**src/rtl/vend_change_controller_if.sv**
```systemverilog
// Handshake and status bundle between vend_change_controller and its neighbours.
// Defining VEND_STATS_EN adds the sales_cnt / change_cents statistics outputs.
interface vend_change_controller_if #(
  parameter int CREDIT_W = 8,
  parameter int INV_W    = 6
);
  logic                vend_req;
  logic [2:0]          vend_item;
  logic [CREDIT_W-1:0] credit;
  logic [CREDIT_W-1:0] price;
  logic                busy;
  logic                item_valid;
  logic [2:0]          item_sel;
  logic                item_ready;
  logic                coin_valid;
  logic [1:0]          coin_type;
  logic                coin_ready;
  logic                done;
  logic [1:0]          status;
  logic                refill_valid;
  logic [1:0]          refill_type;
  logic [INV_W-1:0]    inv_n;
  logic [INV_W-1:0]    inv_d;
  logic [INV_W-1:0]    inv_q;
`ifdef VEND_STATS_EN
  logic [15:0]         sales_cnt;
  logic [15:0]         change_cents;

  modport master (
    output vend_req, vend_item, credit, price, item_ready, coin_ready,
           refill_valid, refill_type,
    input  busy, item_valid, item_sel, coin_valid, coin_type, done, status,
           inv_n, inv_d, inv_q, sales_cnt, change_cents
  );

  modport slave (
    input  vend_req, vend_item, credit, price, item_ready, coin_ready,
           refill_valid, refill_type,
    output busy, item_valid, item_sel, coin_valid, coin_type, done, status,
           inv_n, inv_d, inv_q, sales_cnt, change_cents
  );
`else
  modport master (
    output vend_req, vend_item, credit, price, item_ready, coin_ready,
           refill_valid, refill_type,
    input  busy, item_valid, item_sel, coin_valid, coin_type, done, status,
           inv_n, inv_d, inv_q
  );

  modport slave (
    input  vend_req, vend_item, credit, price, item_ready, coin_ready,
           refill_valid, refill_type,
    output busy, item_valid, item_sel, coin_valid, coin_type, done, status,
           inv_n, inv_d, inv_q
  );
`endif
endinterface

```
**src/rtl/vend_change_controller.sv**
```systemverilog
// Vend transaction sequencer: credit check, greedy change planning, item release, coin issue.
// Optional VEND_STATS_EN adds sales and dispensed-change counters.
module vend_change_controller #(
  parameter int CREDIT_W = 8,
  parameter int INV_W    = 6,
  parameter int INIT_N   = 20,
  parameter int INIT_D   = 20,
  parameter int INIT_Q   = 20
) (
  input logic                  clk,
  input logic                  rst_n,
  vend_change_controller_if.slave bus
);

  typedef enum logic [2:0] {IDLE, CHECK, PLAN, ITEM, CHANGE, FINISH} state_t;

  localparam logic [1:0] ST_OK     = 2'b00;
  localparam logic [1:0] ST_CREDIT = 2'b01;
  localparam logic [1:0] ST_CHANGE = 2'b10;

  state_t              state_reg, state_next;
  logic [CREDIT_W-1:0] credit_reg, price_reg, rem_reg;
  logic [2:0]          item_reg;
  logic [1:0]          status_reg;

  // Index 0/1/2 = nickel/dime/quarter, matching the coin_type encoding.
  logic [2:0][INV_W-1:0] inv_vec;
  logic [2:0]            fit_vec;
  logic [2:0]            plan_nz;

  logic       pick_any, plan_take, plan_fail, plan_any, coin_hs;
  logic [1:0] pick_idx, coin_sel;
  logic       busy, item_valid, coin_valid, done;
  logic [1:0] coin_type;

  function automatic logic [CREDIT_W-1:0] coin_value(input logic [1:0] t);
    logic [CREDIT_W-1:0] v;
    case (t)
      2'd0:    v = CREDIT_W'(5);
      2'd1:    v = CREDIT_W'(10);
      default: v = CREDIT_W'(25);
    endcase
    return v;
  endfunction

  genvar gi;
  generate
    for (gi = 0; gi < 3; gi++) begin : g_coin
      localparam int         INIT_V = (gi == 0) ? INIT_N : (gi == 1) ? INIT_D : INIT_Q;
      localparam logic [1:0] TYPE   = 2'(gi);

      logic [INV_W-1:0] inv_reg, shadow_reg, plan_reg;

      always_ff @(posedge clk or negedge rst_n) begin
        if (!rst_n) begin
          inv_reg    <= INV_W'(INIT_V);
          shadow_reg <= '0;
          plan_reg   <= '0;
        end else begin
          // Refill only happens in IDLE and coin handshakes only in CHANGE.
          if (state_reg == IDLE && bus.refill_valid && bus.refill_type == TYPE) begin
            if (inv_reg != '1)
              inv_reg <= inv_reg + INV_W'(1);
          end else if (coin_hs && coin_sel == TYPE) begin
            inv_reg <= inv_reg - INV_W'(1);
          end

          if (state_reg == CHECK)
            shadow_reg <= inv_reg;
          else if (plan_take && pick_idx == TYPE)
            shadow_reg <= shadow_reg - INV_W'(1);

          if (plan_fail)
            plan_reg <= '0;
          else if (plan_take && pick_idx == TYPE)
            plan_reg <= plan_reg + INV_W'(1);
          else if (coin_hs && coin_sel == TYPE)
            plan_reg <= plan_reg - INV_W'(1);
        end
      end

      assign fit_vec[gi] = (shadow_reg != '0) && (rem_reg >= coin_value(TYPE));
      assign plan_nz[gi] = (plan_reg != '0);
      assign inv_vec[gi] = inv_reg;
    end
  endgenerate

  always_comb begin
    pick_any  = |fit_vec;
    pick_idx  = 2'd0;
    if (fit_vec[2])
      pick_idx = 2'd2;
    else if (fit_vec[1])
      pick_idx = 2'd1;

    plan_any = |plan_nz;
    coin_sel = 2'd0;
    if (plan_nz[2])
      coin_sel = 2'd2;
    else if (plan_nz[1])
      coin_sel = 2'd1;

    plan_take = (state_reg == PLAN) && (rem_reg != '0) && pick_any;
    plan_fail = (state_reg == PLAN) && (rem_reg != '0) && !pick_any;
    coin_hs   = (state_reg == CHANGE) && plan_any && bus.coin_ready;

    busy       = (state_reg != IDLE);
    item_valid = (state_reg == ITEM);
    coin_valid = (state_reg == CHANGE) && plan_any;
    coin_type  = coin_valid ? coin_sel : 2'd0;
    done       = (state_reg == FINISH);

    state_next = state_reg;
    case (state_reg)
      IDLE:    if (bus.vend_req) state_next = CHECK;
      CHECK:   state_next = (credit_reg < price_reg) ? FINISH : PLAN;
      PLAN: begin
        if (rem_reg == '0)
          state_next = ITEM;
        else if (plan_fail)
          state_next = FINISH;
      end
      ITEM:    if (bus.item_ready) state_next = CHANGE;
      CHANGE:  if (!plan_any) state_next = FINISH;
      FINISH:  state_next = IDLE;
      default: state_next = IDLE;
    endcase
  end

  // status only changes on the edge that enters FINISH, so it moves together with done.
  always_ff @(posedge clk or negedge rst_n) begin
    if (!rst_n) begin
      state_reg  <= IDLE;
      credit_reg <= '0;
      price_reg  <= '0;
      rem_reg    <= '0;
      item_reg   <= '0;
      status_reg <= ST_OK;
    end else begin
      state_reg <= state_next;
      case (state_reg)
        IDLE: begin
          if (bus.vend_req) begin
            credit_reg <= bus.credit;
            price_reg  <= bus.price;
            item_reg   <= bus.vend_item;
          end
        end
        CHECK: begin
          if (credit_reg < price_reg)
            status_reg <= ST_CREDIT;
          else
            rem_reg <= credit_reg - price_reg;
        end
        PLAN: begin
          if (plan_take)
            rem_reg <= rem_reg - coin_value(pick_idx);
          else if (plan_fail)
            status_reg <= ST_CHANGE;
        end
        CHANGE: begin
          if (!plan_any)
            status_reg <= ST_OK;
        end
        default: ;
      endcase
    end
  end

`ifdef VEND_STATS_EN
  logic [15:0] sales_reg, cents_reg;

  always_ff @(posedge clk or negedge rst_n) begin
    if (!rst_n) begin
      sales_reg <= '0;
      cents_reg <= '0;
    end else begin
      if (state_reg == FINISH && status_reg == ST_OK)
        sales_reg <= sales_reg + 16'd1;
      if (coin_hs)
        cents_reg <= cents_reg + 16'(coin_value(coin_sel));
    end
  end

  assign bus.sales_cnt    = sales_reg;
  assign bus.change_cents = cents_reg;
`endif

  assign bus.busy       = busy;
  assign bus.item_valid = item_valid;
  assign bus.item_sel   = item_reg;
  assign bus.coin_valid = coin_valid;
  assign bus.coin_type  = coin_type;
  assign bus.done       = done;
  assign bus.status     = status_reg;
  assign bus.inv_n      = inv_vec[0];
  assign bus.inv_d      = inv_vec[1];
  assign bus.inv_q      = inv_vec[2];

endmodule

```
**src/flat_wrapper.sv**
```systemverilog
// flat-port wrapper written by rule: the top's interface ports become plain ports
module vend_change_controller_flat 
#(
  parameter int CREDIT_W = 8,
  parameter int INV_W    = 6,
  parameter int INIT_N   = 20,
  parameter int INIT_D   = 20,
  parameter int INIT_Q   = 20
)
  (clk, rst_n, bus_vend_req, bus_vend_item, bus_credit, bus_price, bus_item_ready, bus_coin_ready, bus_refill_valid, bus_refill_type, bus_busy, bus_item_valid, bus_item_sel, bus_coin_valid, bus_coin_type, bus_done, bus_status, bus_inv_n, bus_inv_d, bus_inv_q);
  vend_change_controller_if #(.CREDIT_W(CREDIT_W), .INV_W(INV_W)) bus_i ();
  input logic clk;
  input logic rst_n;
  input wire logic [$bits(bus_i.vend_req)-1:0] bus_vend_req;
  input wire logic [$bits(bus_i.vend_item)-1:0] bus_vend_item;
  input wire logic [$bits(bus_i.credit)-1:0] bus_credit;
  input wire logic [$bits(bus_i.price)-1:0] bus_price;
  input wire logic [$bits(bus_i.item_ready)-1:0] bus_item_ready;
  input wire logic [$bits(bus_i.coin_ready)-1:0] bus_coin_ready;
  input wire logic [$bits(bus_i.refill_valid)-1:0] bus_refill_valid;
  input wire logic [$bits(bus_i.refill_type)-1:0] bus_refill_type;
  output wire logic [$bits(bus_i.busy)-1:0] bus_busy;
  output wire logic [$bits(bus_i.item_valid)-1:0] bus_item_valid;
  output wire logic [$bits(bus_i.item_sel)-1:0] bus_item_sel;
  output wire logic [$bits(bus_i.coin_valid)-1:0] bus_coin_valid;
  output wire logic [$bits(bus_i.coin_type)-1:0] bus_coin_type;
  output wire logic [$bits(bus_i.done)-1:0] bus_done;
  output wire logic [$bits(bus_i.status)-1:0] bus_status;
  output wire logic [$bits(bus_i.inv_n)-1:0] bus_inv_n;
  output wire logic [$bits(bus_i.inv_d)-1:0] bus_inv_d;
  output wire logic [$bits(bus_i.inv_q)-1:0] bus_inv_q;
  assign bus_i.vend_req = bus_vend_req;
  assign bus_i.vend_item = bus_vend_item;
  assign bus_i.credit = bus_credit;
  assign bus_i.price = bus_price;
  assign bus_i.item_ready = bus_item_ready;
  assign bus_i.coin_ready = bus_coin_ready;
  assign bus_i.refill_valid = bus_refill_valid;
  assign bus_i.refill_type = bus_refill_type;
  assign bus_busy = bus_i.busy;
  assign bus_item_valid = bus_i.item_valid;
  assign bus_item_sel = bus_i.item_sel;
  assign bus_coin_valid = bus_i.coin_valid;
  assign bus_coin_type = bus_i.coin_type;
  assign bus_done = bus_i.done;
  assign bus_status = bus_i.status;
  assign bus_inv_n = bus_i.inv_n;
  assign bus_inv_d = bus_i.inv_d;
  assign bus_inv_q = bus_i.inv_q;
  vend_change_controller #(.CREDIT_W(CREDIT_W), .INV_W(INV_W), .INIT_N(INIT_N), .INIT_D(INIT_D), .INIT_Q(INIT_Q)) u_core (.clk(clk), .rst_n(rst_n), .bus(bus_i));
endmodule
```
**config.mk**
```make
export PLATFORM = sky130hd
export DESIGN_NAME = vend_change_controller_flat
export DESIGN_NICKNAME = d
export VERILOG_FILES = /design/src/rtl/vend_change_controller_if.sv /design/src/rtl/vend_change_controller.sv /design/src/flat_wrapper.sv
export SDC_FILE = /design/constraint.sdc
export NUM_CORES = 1
export LEC_CHECK = 0
export BUFFER_PORTS_ARGS = -buffer_cell sky130_fd_sc_hd__buf_2
export CAP_MARGIN = 25
export CORE_MARGIN = 1
export CORE_UTILIZATION = 60
export CTS_BUF_LIST = sky130_fd_sc_hd__clkbuf_2
export DETAILED_ROUTE_END_ITERATION = 16
export PLACE_DENSITY = 0.83
export SLEW_MARGIN = 20
export SYNTH_ARGS = -nofsm -noshare
export SYNTH_HDL_FRONTEND = slang
export SYNTH_SLANG_ARGS = --single-unit
```
**constraint.sdc**
```tcl
create_clock -name clk -period 4.1 [get_ports clk]
set_input_delay 0.205 -clock clk [delete_from_list [all_inputs] [get_ports clk]]
set_output_delay 0.205 -clock clk [all_outputs]
set_load 0.01 [all_outputs]
```
Word level (Yosys, flattened, before mapping)
Index checks and enable logic that the tools add are counted.

Word-level logic and storage cells: 161. Register bits: 86. Input bits: 27.

$add $sub $neg: 17. Order comparisons: 4. Muxes and demuxes: 47. Reduce and logical (&&, ||, !) cells: 52. Equality and inequality tests: 26.

Operator list (number): $mux 6 (24); $sub 6x1->6 const B (9); $add 6x1->6 const B (6); $reduce_bool 6->1 (6); $mux 8 (4); $logic_and 1x1->1 (18); $mux 3 (6); $ne 2x2->1 const B (9); $ne 6x6->1 const B (3); $pmux 8 s2 (1); $sub 8x8->8 (2); $pmux 3 s5 (1); $reduce_bool 3->1 (5); $mux 2 (7); $reduce_bool 2->1 (7); $pmux 5 s2 (1); $ge 8x3->1 const B (1); $ge 8x4->1 const B (1); $ge 8x5->1 const B (1); $logic_not 8->1 (1); $lt 8x8->1 (1); $reduce_and 2->1 (4); $reduce_bool 8->1 (1); $eq 2x1->1 const B (3); other kinds (15) (24).

Depth between registers and ports, before layout
Depth in word-level cells: 11. Gate-level depth with buffers: 15. Mapped depth without buffers: 15.

Least setup slack after synthesis
No wires, ideal clock.

Kind: register -> register. Start: register u_core.state_reg[0]. End: register u_core.g_coin[0].plan_reg[5]. Data arrival time: 2765 ps. Setup time: 126 ps. Setup slack: 1208 ps. Cell stages (with the launch flop): 13. Cell sequence: dfrtp_1 -> buf_6 -> or3b_1 -> buf_4 -> a31o_1 -> a2111o_1 -> ha_1 -> a21oi_1 -> o211ai_1 -> a21oi_1 -> nor2_1 -> a211oi_1 -> a21oi_1.

Longest elaborated chain between the ends: 6. Elaborated cells between the ends (all ways): 12.

Ends and longest elaborated chain: start, declared (RTL line vend_change_controller.sv:21) `state_t state_reg, state_next;`; start signal, assigned (RTL line vend_change_controller.sv:140) `state_reg <= state_next;`; $eq 3x2->1 (RTL line vend_change_controller.sv:103, vend_change_controller.sv:104); $logic_and 1x1->1 (RTL line vend_change_controller.sv:103, vend_change_controller.sv:104); $logic_and 1x1->1 (RTL line vend_change_controller.sv:103) `plan_take = (state_reg == PLAN) && (rem_reg != '0) && pick_any;`; $logic_and 1x1->1 (RTL line vend_change_controller.sv:75) `else if (plan_take && pick_idx == TYPE)`; $mux 6 (RTL line vend_change_controller.sv:75); $mux 6 (RTL line vend_change_controller.sv:73) `if (plan_fail)`; end signal, assigned (RTL line vend_change_controller.sv:76) `plan_reg <= plan_reg + INV_W'(1);`; end signal, assigned (RTL line vend_change_controller.sv:78) `plan_reg <= plan_reg - INV_W'(1);`; end, declared (RTL line vend_change_controller.sv:52) `logic [INV_W-1:0] inv_reg, shadow_reg, plan_reg;`.

Parallel ways exist; a longest one is shown, timed or not. A chain may end at the register's enable or synchronous reset.

Worst setup path in the final report
Start: register u_core.state_reg[1]. End: register u_core.g_coin[0].plan_reg[5].

Same word-level chain as after synthesis.

==> results.md <==
* Outcome: finished clean
* Max-cap violations at 0
* Crit-path max FO at 11
* CTS-repair resized insts at 0
* LEAKAGE at about 2.9 nW
* DP Wirelength at between 9 and 10 mm
* Startpoint types: flop
* Switch Pwr at between 2 and 2.5 mW
* Share of cells above drive strength 1 at 16.5%
* Die area at 9780 um2
* Post-route ant nets at 0
* Core area at 8890 um2
* Fill count at 648
* CP max stage cell: dfrtp_1
* Worst-path cell chain: or3b_1 -> a31o_1 -> a2111o_1 -> ha_1 -> a21oi_1 -> o211ai_1 -> a21oi_1 -> nor2_1 -> a211oi_1 -> a21oi_1
* Power, Total at 5.15 mW
* Clock share of power at under 10%
* Async SR Flop Fraction at 100%
* Cell row count at 34
* Setup Viol. Count Final at 0
* Leading cell type in the layout, fill and taps excluded: dfrtp_1
* Total Neg Setup Slack at 0 ns
* Vias per inst at about 6
* Final worst path period need at around 3.4 ns
* DRT iter0 DRCs at 288
* Sequential element share of the synthesized area at 38.3%
* Most frequent cells in the layout: dfrtp_1 (80), nand2_1 (58), buf_2 (54)
* Die W at roughly 99 um
* Crit share post-route at 82.9%
* WP buf/inv at 0
* Sw frac at 46.1%
* Cell Area, Synth at between 5000 and 6000 um2
* # diodes at 0
* First-pass GRT wire length at around 22 mm
* F_max at 0.294 GHz
* GRT Resource Usage Total at 28.0%
* Remaining DRCs at 0
* TritonCTS clock tree: yes
* RD Place Congestion at 0.857
* Initial antenna violation count at 0
* Max H-tree Level at 3
* I/O pins at between 50 and 60
* Bufs on Longest Clock Path at 2
* Final Max Tran Viols at 0
* IO Port Bufs at 55
* Leading register cell type out of synthesis: dfrtp_1
* Cell Int Power at 2.77 mW
* Crit Path Category: reg -> reg
* Area delta synth->final at 12.5%
* RSZ-0062 raised after global routing: no
* Nets@finish at 752
* Synth warn at 0
* Mean Syn Cell Area at approximately 9.4 um2
* Crit path top cell by count: a21oi_1
* Detailed Routing Iterations Pass 1 at 5
* Logic pwr share at 58.1%
* Final hold violation count at 0
* Die Ht at 98.9 um
* Reg2Reg Setup Slack at 0.70 ns
* Final setup skew at 0.0356 ns
* Routed WL at approximately 13 mm
* Measured slew at the worst slew-check pin at 0.959 ns
* Post-synthesis cell type count at 67
* Starting Density at a little under two thirds
* CP endpoint kind: flop
* Worst skew pair latency at 0.57 ns
* Hold Crit Class: in -> reg
* Grt total ovfl at 0
* WP data required at 4.56 ns
* Power per cell area at 811 nW/um2
* Post-Syn Nets at roughly 680
* Final Cell Area at 6340 um2
* CTS Buf Count at 9
* Pin count of the biggest net entering global routing at 48
* Number of synthesized flops with an enable pin at 0
* Vias after detailed routing at 4704
* Power share of the sequential group at 33.0%
* Worst path arrival time at just under 4 ns
* Top delay family on crit path: compound AO/OA/AOI/OAI gates
* #FFs+latches synth at 86
* Max stage delay on crit path at 0.62 ns
* Vias in the first global route at 4726
* DR WL/cell at 16.5 um
* Mapped Cells at slightly below 600
* Root Driver: clkbuf_2
* Worst slew margin at 36.1%
* Placed cell area at 6010 um2
* Max VDD drop at 428 uV
* Clock-pin slew on the worst setup and hold paths at roughly 0.26 ns
* Clk sink count at 86
[final timing paths]
check | start | end | depth (start not counted)
worst min-delay path | bus_vend_req | u_core.state_reg[0] | 3
worst max-delay path | u_core.state_reg[1] | u_core.g_coin[0].plan_reg[5] | 10
worst min register to register | u_core.g_coin[2].plan_reg[5] | u_core.g_coin[2].plan_reg[5] | 1
min in group asynchronous | rst_n | u_core.rem_reg[2] | 2
max in group asynchronous | rst_n | u_core.bus.inv_q[4] | 3
worst max register to register | u_core.state_reg[1] | u_core.g_coin[0].plan_reg[5] | 10
[tightest hold or removal path: cells and delay by family]
family | cells | cell delay [ns]
buf+inv | 1 | 0.11
compound gates | 2 | 0.35
[layer usage]
layer	routed length, um	share of wire [%]	vias up	global-route usage, %
met5	0	0	-	0
met4	195	1.5	0	8.96
met3	593	4.6	20	4.33
met2	6460	50	134	47.6
met1	5710	44	2272	36.8
li1	-	-	2278	-
[timing repair]
| action | 4_1_cts | 5_1_grt |
|---|---|---|
| setup endpoints to repair | 0 | 0 |
| hold endpoints to repair | 66 | 0 |
| setup buffers | 0 | 0 |
| hold buffers | 21 | 0 |
[Yosys cell counts (3+ instances only)]
master | n | area (um2)
mux2_2 | 21 | 236
nor2_1 | 42 | 158
o22ai_1 | 3 | 18.8
o31ai_1 | 5 | 37.5
nor4_1 | 7 | 43.8
nand4_1 | 4 | 25.0
o21ai_1 | 6 | 30.0
nor3b_1 | 3 | 22.5
fa_1 | 8 | 160
o21bai_1 | 3 | 22.5
o21ai_0 | 47 | 235
o211ai_1 | 3 | 22.5
and2_1 | 4 | 25.0
inv_1 | 41 | 154
or3_1 | 5 | 31.3
o21a_1 | 3 | 22.5
nand3_1 | 8 | 40.0
a211oi_1 | 7 | 52.6
dfstp_2 | 6 | 158
a22o_1 | 5 | 43.8
nand2b_1 | 6 | 37.5
a21oi_1 | 40 | 200
dfrtp_1 | 80 | 2000
nor2b_1 | 11 | 68.8
a221o_1 | 4 | 40.0
and3_1 | 3 | 18.8
clkbuf_1 | 10 | 37.5
ha_1 | 43 | 538
xnor2_1 | 25 | 219
mux2i_1 | 4 | 40.0
nor3_1 | 11 | 55.1
nand2_1 | 58 | 218
a21o_1 | 11 | 82.6
xor2_1 | 16 | 140
[through the flow]
step,worst slack [ns],hold WS (ns),utilization (%),std cells
after CTS,0.741,0.103,71.3,787
final,0.702,0.147,71.3,787
after floorplan,1.21,-0.0906,-,597
after detailed placement,0.794,0.268,67.6,750
after global routing,0.534,0.130,71.3,787
after global placement,0.974,0.255,67.6,750
[final cells by class]
type                       count  area (um2)  area share [%]
clock buffer                   9        45.0           0.710
multi-input combinational    454        3250            51.2
clock inverter                 7        73.8            1.16
tap                          108         135            2.13
inverter                      43         163            2.57
sequential                    86        2160            34.1
timing repair buffer          80         518            8.17
[power groups by stage]
| stage | Sequential, mW | Clock [mW] | Combinational, mW |
|---|---|---|---|
| after floorplan | 1.62 | 0 | 2.25 |
| after global placement | 1.67 | 0 | 2.78 |
| after detailed placement | 1.70 | 0 | 2.93 |
| final | 1.70 | 0.456 | 2.99 |
| after global routing | 1.76 | 0.498 | 3.36 |
| after CTS | 1.68 | 0.463 | 2.97 |
[logic make-up after synthesis]
family	after synthesis	synth area share, %
AO/OA/AOI/OAI	159	17.8
adder cells (fa/ha/maj)	51	12.4
XOR/XNOR	41	6.37
AND/OR/NAND/NOR	178	16.1
multiplexers	25	4.91
flip-flops	86	38.3
buffers and inverters	57	4.11
(Power assumes the default switching activity.)
